## src/rtl/uart_tx_pkg.sv

```systemverilog
// Shared codes for the UART transmit path: output-mux selects and the
// frame-sequencer state encoding.
package uart_tx_pkg;

   localparam logic [1:0] MUX_STOP  = 2'b00;
   localparam logic [1:0] MUX_START = 2'b01;
   localparam logic [1:0] MUX_DATA  = 2'b10;
   localparam logic [1:0] MUX_PAR   = 2'b11;

   localparam logic [2:0] ST_IDLE   = 3'd0;
   localparam logic [2:0] ST_START  = 3'd1;
   localparam logic [2:0] ST_DATA   = 3'd2;
   localparam logic [2:0] ST_PARITY = 3'd3;
   localparam logic [2:0] ST_STOP   = 3'd4;

endpackage

```

## src/rtl/uart_tx_ctrl.sv

```systemverilog
// UART transmit frame sequencer: walks the output mux through start, data,
// optional parity and stop phases, one bit period per CLK cycle.
//
//   state     | meaning
//   ----------+------------------------------------------------------------
//   ST_IDLE   | line idle (stop level), waiting for Data_Valid
//   ST_START  | start bit, one cycle
//   ST_DATA   | DATA_WIDTH data bits, serializer shifting
//   ST_PARITY | parity bit, only when parity was enabled at accept
//   ST_STOP   | STOP_BITS stop periods; last one may accept the next byte
module uart_tx_ctrl
   import uart_tx_pkg::*;
#(
   parameter int DATA_WIDTH = 8,
   parameter int STOP_BITS  = 1
) (
   input  logic       CLK,
   input  logic       RST,
   input  logic       Data_Valid,
   input  logic       PAR_EN,
   output logic       data_load,
   output logic       ser_en,
   output logic [1:0] mux_sel,
   output logic       busy
);

   localparam logic [3:0] DATA_LAST = 4'(DATA_WIDTH - 1);
   localparam logic       STOP_LAST = 1'(STOP_BITS - 1);

   logic [2:0] state;
   logic [2:0] state_nxt;
   logic [3:0] bit_cnt;
   logic       stop_cnt;
   logic       par_en_q;
   logic       stop_last;
   logic       accept;

   assign stop_last = (stop_cnt == STOP_LAST);

   // Gated by RST so a request during reset is never strobed into the datapath.
   assign accept    = RST & Data_Valid &
                      ((state == ST_IDLE) | ((state == ST_STOP) & stop_last));
   assign data_load = accept;

   always_comb begin
      state_nxt = state;
      case (state)
         ST_IDLE:   if (accept) state_nxt = ST_START;
         ST_START:  state_nxt = ST_DATA;
         ST_DATA:   if (bit_cnt == DATA_LAST)
                       state_nxt = par_en_q ? ST_PARITY : ST_STOP;
         ST_PARITY: state_nxt = ST_STOP;
         ST_STOP:   if (stop_last)
                       state_nxt = accept ? ST_START : ST_IDLE;
         default:   state_nxt = ST_IDLE;
      endcase
   end

   always_ff @(posedge CLK) begin
      if (!RST) begin
         state    <= ST_IDLE;
         bit_cnt  <= '0;
         stop_cnt <= 1'b0;
         par_en_q <= 1'b0;
      end else begin
         state <= state_nxt;
         if (accept)
            par_en_q <= PAR_EN;
         if ((state == ST_DATA) && (bit_cnt != DATA_LAST))
            bit_cnt <= bit_cnt + 4'd1;
         else
            bit_cnt <= '0;
         if ((state == ST_STOP) && !stop_last)
            stop_cnt <= stop_cnt + 1'b1;
         else
            stop_cnt <= 1'b0;
      end
   end

   always_comb begin
      mux_sel = MUX_STOP;
      ser_en  = 1'b0;
      busy    = 1'b0;
      case (state)
         ST_START:  begin mux_sel = MUX_START; busy = 1'b1; end
         ST_DATA:   begin mux_sel = MUX_DATA;  busy = 1'b1; ser_en = 1'b1; end
         ST_PARITY: begin mux_sel = MUX_PAR;   busy = 1'b1; end
         ST_STOP:   begin mux_sel = MUX_STOP;  busy = 1'b1; end
         default:   begin mux_sel = MUX_STOP;  busy = 1'b0; end
      endcase
   end

endmodule

```

## config.mk

```make
export PLATFORM = sky130hd
export DESIGN_NAME = uart_tx_ctrl
export DESIGN_NICKNAME = d
export VERILOG_FILES = /design/src/rtl/uart_tx_pkg.sv /design/src/rtl/uart_tx_ctrl.sv
export SDC_FILE = /design/constraint.sdc
export NUM_CORES = 1
export LEC_CHECK = 0
export BUFFER_PORTS_ARGS = -buffer_cell sky130_fd_sc_hd__clkbuf_2
export CAP_MARGIN = 40
export CORE_AREA = 2 2 39 41
export DETAILED_ROUTE_END_ITERATION = 16
export DIE_AREA = 0 0 41 43
export HOLD_SLACK_MARGIN = 0.05
export MAX_ROUTING_LAYER = met4
export PLACE_DENSITY_LB_ADDON = 0.08
export SETUP_SLACK_MARGIN = 0.02
export SLEW_MARGIN = 20
export SYNTH_ARGS = -nofsm -noshare
export SYNTH_HDL_FRONTEND = slang
export SYNTH_SLANG_ARGS = --single-unit
```

## constraint.sdc

```tcl
create_clock -name CLK -period 2 [get_ports CLK]
set_clock_uncertainty 0.2 [all_clocks]
set_input_delay 0.1 -clock CLK [delete_from_list [all_inputs] [get_ports CLK]]
set_output_delay 0.1 -clock CLK [all_outputs]
set_load 0.02 [all_outputs]
```

# --- After elaboration in Yosys (flattened, before gate mapping) ---
# Index checks and enable logic that the tools add are counted.
classes:
  mux: 9
  n_addsub: 2
  n_bitwise: 5
  reduce_logical: 7
  n_eq_ne: 9
ops:
  columns: ["op", "n"]
  rows:
  - ["$pmux 3 s5", 1]
  - ["$mux 3", 4]
  - ["$eq 3x2->1 const B", 2]
  - ["$ne 2x2->1 const B", 3]
  - ["$pmux 2 s3", 1]
  - ["$add 4x1->4 const B", 1]
  - ["$eq 4x3->1 const B", 1]
  - ["$ne 4x3->1 const B", 1]
  - ["$reduce_and 2->1", 2]
  - ["$reduce_or 4->1", 1]
  - ["$and 1x1->1", 3]
  - ["$eq 3x1->1 const B", 1]
  - ["$eq 3x3->1 const B", 1]
  - ["$logic_not 3->1", 1]
  - ["$mux 1", 3]
  - ["$reduce_and 3->1", 1]
  - ["$logic_and 1x1->1", 2]
  - ["$add 1x1->1 const B", 1]
  - ["$not 1->1", 1]
  - ["$or 1x1->1", 1]
word_totals:
  wordCells: 36
  register_bits: 9
  inputBits: 4

# --- Depth between registers and ports, before layout ---
# Gate-level depths: netlist of the first run.
depth:
  word_depth: 7
  mapped_depth: 4

# --- Worst setup path before layout of the first run ---
# Ideal clock, no wire load.
synth_path:
  path_kind: "reg2reg"
  start: "reg state[2]"
  end: "reg bit_cnt[1]"
  setup_ps: 59
  slack_ps: 469
  path_stages_with_launch: 5
  t_required_ps: 1741
  arrival_ps: 1271
  path_cell_list: "dfxtp_1 > buf_4 > nor3b_2 > and2_1 > and3_1"
synth_via:
  elab_chain_len: 3
synth_lines:
  columns: ["item", "line", "source"]
  rows:
  - ["start, declared", "uart_tx_ctrl.sv:30", "logic [2:0] state;"]
  - ["start signal, assigned", "uart_tx_ctrl.sv:66", "state <= state_nxt;"]
  - ["$eq 3x2->1", "uart_tx_ctrl.sv:69", "if ((state == ST_DATA) && (bit_cnt != DATA_LAST))"]
  - ["$logic_and 1x1->1", "uart_tx_ctrl.sv:69", null]
  - ["$reduce_and 2->1 (no source line)", null, null]
  - ["end signal, assigned", "uart_tx_ctrl.sv:70", "bit_cnt <= bit_cnt + 4'd1;"]
  - ["end, declared", "uart_tx_ctrl.sv:32", "logic [3:0] bit_cnt;"]
# Every way passes these cells.
# A chain may end at the register's enable or synchronous reset.

# --- Final worst setup path of the first run ---
layout_path:
  start: "reg state[2]"
  end: "reg par_en_q"
layout_via:
  elab_chain_len: 4
  elab_cells_between_ends: 5
  classes_between: "eq/ne: 1; bitwise: 3; reduce/logical: 1"
layout_lines:
  columns: ["item", "line", "source"]
  rows:
  - ["$eq 3x3->1", "uart_tx_ctrl.sv:42", "((state == ST_IDLE) | ((state == ST_STOP) & stop_last));"]
  - ["$and 1x1->1", "uart_tx_ctrl.sv:42", null]
  - ["$or 1x1->1 (*)", "uart_tx_ctrl.sv:42", null]
  - ["$and 1x1->1 (*)", "uart_tx_ctrl.sv:41", "assign accept = RST & Data_Valid &"]
  - ["end signal, assigned", "uart_tx_ctrl.sv:64", "par_en_q <= 1'b0;"]
  - ["end signal, assigned", "uart_tx_ctrl.sv:68", "par_en_q <= PAR_EN;"]
  - ["end, declared", "uart_tx_ctrl.sv:34", "logic par_en_q;"]
# Every way passes the cells marked *; elsewhere a longest branch is shown, timed or not.

==> impl_results.md, run 1 <==
- Status: complete, no violations
- # rows: 14
- Vias: 385
- Initial antenna violation count: 0
- Layout cells sized above 1: 0.222
- Drt initial violations: 5
- Final hold vios: 0
- Worst-path fanout max: 11
- Syn avg cell area: 9.49 sq um
- Post-CTS setup buffer count: 0
- GPL Wtd Cong: 0.665
- Syn nets: 53
- Drt pass-1 iters: 3
- Post-synth EDFFs: 0
- WP data arrival: 1.86 ns
- Post-synth top area cell: dfxtp_1
- Clock power frac: 0.195
- Crit-path cells: a2111oi_4 > mux2i_1 > dlygate4sd3_1
- DIE WIDTH: 41 microns
- Worst min path class: in2reg
- Core region area: 1380 sq um
- # diodes: 0
- Starting Density: 0.329
- Number of clock sinks: 9
- Worst Path Required: 2.01 ns
- Fin crit period: 1.85 ns
- Largest net degree at the start of global routing: 12
- Total Power: 0.745 mW
- Port Buffers: 8
- Sum Neg Setup Slack: 0 ns
- RSZ-0062 raised after global routing: false
- Clock buffer depth: 2
- Reg power frac: 0.392
- Clk slew on worst S/H paths: 0.06 ns
- CP peak stage delay: 0.55 ns
- Vias per cell: 4.87
- Core Util, Final: 0.416
- Slowest stage cell, crit path: dlygate4sd3_1
- Setup slack after layout: 0.148 ns
- Htree depth: 1
- NumNets Final: 69
- Pwr Density: 1290 nW/um^2
- WL final: 872 microns
- Static Leak: 0.245 nW
- Count of cell types in the netlist: 27
- CP Launch Type: flip-flop
- Seq/Total Area, Yosys: 0.396
- Final worst-path cycle share: 0.926
- CTS buffer count: 3
- Internal Pwr Total: 0.436 mW
- Post-placement cell count: 71
- Net Sw Frac: 0.414
- Dpl hpwl: 641 microns
- Number of placed I/O pins: 9
- WHS: 0.0837 ns
- CP Capture Type: flip-flop
- Synth area leaders: dfxtp_1 40%, a2111oi_4 6.0%, nor2_1 4.1%
- Post-synth ARST share: 0
- Remaining antenna violation count: 0
- CTS tree: yes
- Max-Cap Viols: 0
- Post-synth top area share: 0.396
- DIE HEIGHT: 43 microns
- Seq cells post-synth: 9
- First-pass GRT wire length: 1500 microns
- Root buffer cell: clkbuf_4
- Top FF cell, synth: dfxtp_1
- Placement Cell Area: 508 sq um
- Cells after Synth: 48
- P&R area growth vs syn: 26.4%
- Die area: 1760 sq um
- Combinational power share: 0.412
- Most frequent cells in the layout: 8 x dfxtp_1, 8 x clkbuf_2, 5 x nor2_1
- Final Slew Violations: 0
- WL per Instance: 11.0 microns
- Finished Cell Area: 576 sq um
- Synthesized cell area: 455 sq um
- VDD IR-drop max: 0.634 mV
- DRC Markers: 0
- Psw: 0.309 mW
- Vias in the first global route: 359
- Final Non-Filler Cells: 79
- Setup WS pre-CTS: 0.480 ns
- Fmax: 0.540 GHz
- Worst-Skew Late Latency: 0.27 ns
- Crit Path Category: reg2reg
- Final setup fails: 0
- Total global-route track usage: 0.136
- Gr ovfl total: 0
- Ys Warns: 0
power groups by stage:
stage               clock [mW]  sequential, mW  combinational (mW)
floorplan                    0           0.266               0.248
global placement             0           0.297               0.306
detailed placement           0           0.294               0.303
CTS                      0.152           0.290               0.314
global route             0.167           0.303               0.340
finish                   0.145           0.292               0.307
final timing paths:
check	endpoint	slack (ns)	cells past startpoint	startpoint
hold / removal	state[0]	0.08	4	Data_Valid
setup / recovery	par_en_q	0.15	3	state[2]
setup reg to reg	par_en_q	0.15	3	state[2]
hold reg to reg	bit_cnt[0]	0.25	1	bit_cnt[0]
metal layers:
layer / GRT usage / vias to the layer above / routed length [microns]
met2: 0.206 / 7 / 438
li1: - / 197 / -
met3: 0.0942 / 2 / 52
met5: - / - / 0
met4: 0.0400 / 0 / 8
met1: 0.134 / 179 / 373
synthesized netlist by cell type, drive strengths merged (2+ instances only):
| master | number |
|---|---|
| a21boi | 2 |
| nand3b | 2 |
| nand2 | 2 |
| nor2b | 2 |
| inv | 4 |
| nor2 | 5 |
| dfxtp | 9 |
| nand3 | 3 |
| xnor2 | 2 |
critical path: cells and delay by family (launching register included):
family | cells | cell delay, ns
flops | 1 | 0.39
mux | 1 | 0.22
compound gates | 1 | 0.44
buf+inv | 1 | 0.55
area by class of cell:
type | instances | area [sq um]
fillers | 146 | 808
multi-input cells | 34 | 253
flip-flops and latches | 9 | 181
repair buffers | 12 | 80.1
clock buffers | 4 | 26.3
well taps | 16 | 20.0
inverters | 4 | 15.0
kinds of logic (layout without fill, tap and decap cells):
logic type               count (synthesis)  count (layout)  synth area share
AO/OA/AOI/OAI                           10              10             0.217
flip-flops                               9               9             0.396
adder cells (fa/ha/maj)                  1               1            0.0275
buffers and inverters                    5              20            0.0494
multiplexers                             1               1            0.0220
other                                    1               1           0.00823
AND/OR/NAND/NOR                         18              18             0.223
XOR/XNOR                                 3               3            0.0577
repair_timing:
item | CTS | global route
endpoints found under the hold margin | 7 | 0
endpoints found under the setup margin | 0 | 1
hold buffers | 4 | 0
gates resized for setup | 0 | 1
registers in the layout, indices dropped and copies added (netlist names):
register / flops
bit_cnt: 4
state: 3
par_en_q: 1
stop_cnt: 1
Note: power is estimated with default switching activity, not from simulation.
==> run 2, diff against run 1 <==
- REMOVE_ABC_BUFFERS: default -> 1
==> impl_results.md, run 2 (same netlist as run 1, synthesis figures left out) <==
- Status: complete, no violations
- Max reg flops: 4
- GPL Wtd Cong: 0.695
- Drt initial violations: 4
- Sum Neg Setup Slack: 0 ns
- Fin crit period: 1.84 ns
- Static Leak: 0.250 nW
- Dpl hpwl: 603 microns
- Cell family with most CP delay: buffers and inverters
- Clock buffer depth: 2
- Net Sw Frac: 0.409
- WL per Instance: 10.0 microns
- Port Buffers: 8
- Die area: 1760 sq um
- Final Slew Violations: 0
- DIE HEIGHT: 43 microns
- Gr ovfl total: 0
- P&R area growth vs syn: 28.0%
- Drt pass-1 iters: 3
- Final hold vios: 0
- Placement Cell Area: 508 sq um
- Initial antenna violation count: 0
- Finished Cell Area: 583 sq um
- Fillers: 141
- DRC Markers: 0
- Combinational power share: 0.421
- Final worst-path cycle share: 0.920
- Number of clock sinks: 9
- Reg power frac: 0.392
- Most flop-heavy register: bit_cnt
- CP Launch Type: flip-flop
- Remaining antenna violation count: 0
- Layout cells sized above 1: 0.234
- Final setup fails: 0
- Root buffer cell: clkbuf_4
- Most frequent cells in the layout: 8 x dfxtp_1, 8 x clkbuf_2, 5 x nor2_1
- Fmax: 0.543 GHz
- NumNets Final: 70
- Final Non-Filler Cells: 80
- CTS tree: yes
- Pwr Density: 1280 nW/um^2
- DIE WIDTH: 41 microns
- WP data arrival: 1.84 ns
- Vias: 361
- Total Power: 0.747 mW
- Largest regs: bit_cnt (4), state (3)
- Total global-route track usage: 0.129
- VDD IR-drop max: 0.519 mV
- Worst min path class: in2reg
- CP Capture Type: flip-flop
- Internal Pwr Total: 0.441 mW
- Setup WS pre-CTS: 0.496 ns
- Vias in the first global route: 340
- WHS: 0.0868 ns
- RSZ-0062 raised after global routing: false
- Largest net degree at the start of global routing: 12
- Crit Path Category: reg2reg
- Bufs and invs on worst path: 1
- CTS buffer count: 3
- Setup slack after layout: 0.159 ns
- Core Util, Final: 0.421
- Clock power frac: 0.187
- Worst Path Required: 2.00 ns
- Htree depth: 1
- Psw: 0.305 mW
- Post-placement cell count: 71
- Crit-path cells: a2111oi_4 > mux2i_1 > dlygate4sd3_1
- Slowest stage cell, crit path: dlygate4sd3_1
- First-pass GRT wire length: 1480 microns
- Worst-Skew Late Latency: 0.26 ns
- Max-Cap Viols: 0
- Vias per cell: 4.51
- Number of placed I/O pins: 9
- Clk slew on worst S/H paths: 0.06 ns
- CP peak stage delay: 0.55 ns
- WL final: 801 microns
- Starting Density: 0.329
- # rows: 14
- # diodes: 0
- Worst-path fanout max: 11
- Core region area: 1380 sq um
run 2: metal layers:
| metal | vias to the layer above | share of wire | routed length (microns) | GRT usage |
|---|---|---|---|---|
| met5 | - | 0 | 0 | - |
| met4 | 0 | 0.019 | 15 | 0.0600 |
| met3 | 2 | 0.056 | 45 | 0.0471 |
| met2 | 8 | 0.38 | 308 | 0.150 |
| met1 | 154 | 0.54 | 432 | 0.193 |
| li1 | 197 | - | - | - |
run 2: worst paths after layout:
kind,startpoint,endpoint,slack (ns),cells past startpoint
worst max-delay path,state[2],par_en_q,0.16,3
worst min-delay path,Data_Valid,state[0],0.09,4
worst max register to register,state[2],par_en_q,0.16,3
worst min register to register,bit_cnt[0],bit_cnt[0],0.25,1
run 2: repair_timing:
| action | CTS | global route |
|---|---|---|
| resized for setup | 0 | 1 |
| setup buffers | 0 | 1 |
| setup endpoints to repair | 0 | 1 |
| hold buffers | 4 | 0 |
| hold endpoints to repair | 7 | 0 |
run 2: tightest hold or removal path, delay by kind of cell:
family / cells / cell delay, ns
simple gates: 1 / 0.11
buf+inv: 1 / 0.08
compound gates: 2 / 0.21
run 2: area by class of cell:
| cell class | instances | area, sq um | share of cell area |
|---|---|---|---|
| multi-input cells | 34 | 253 | 0.433 |
| repair buffers | 13 | 87.6 | 0.150 |
| inverters | 4 | 15.0 | 0.0258 |
| well taps | 16 | 20.0 | 0.0343 |
| flip-flops and latches | 9 | 181 | 0.311 |
| clock buffers | 4 | 26.3 | 0.0451 |
run 2: power by group through the flow:
stage / clock network (mW) / logic, mW / registers, mW
after floorplan: 0 / 0.229 / 0.277
after global placement: 0 / 0.304 / 0.296
after detailed placement: 0 / 0.301 / 0.295
after CTS: 0.145 / 0.312 / 0.292
after global routing: 0.157 / 0.347 / 0.306
final: 0.140 / 0.314 / 0.293
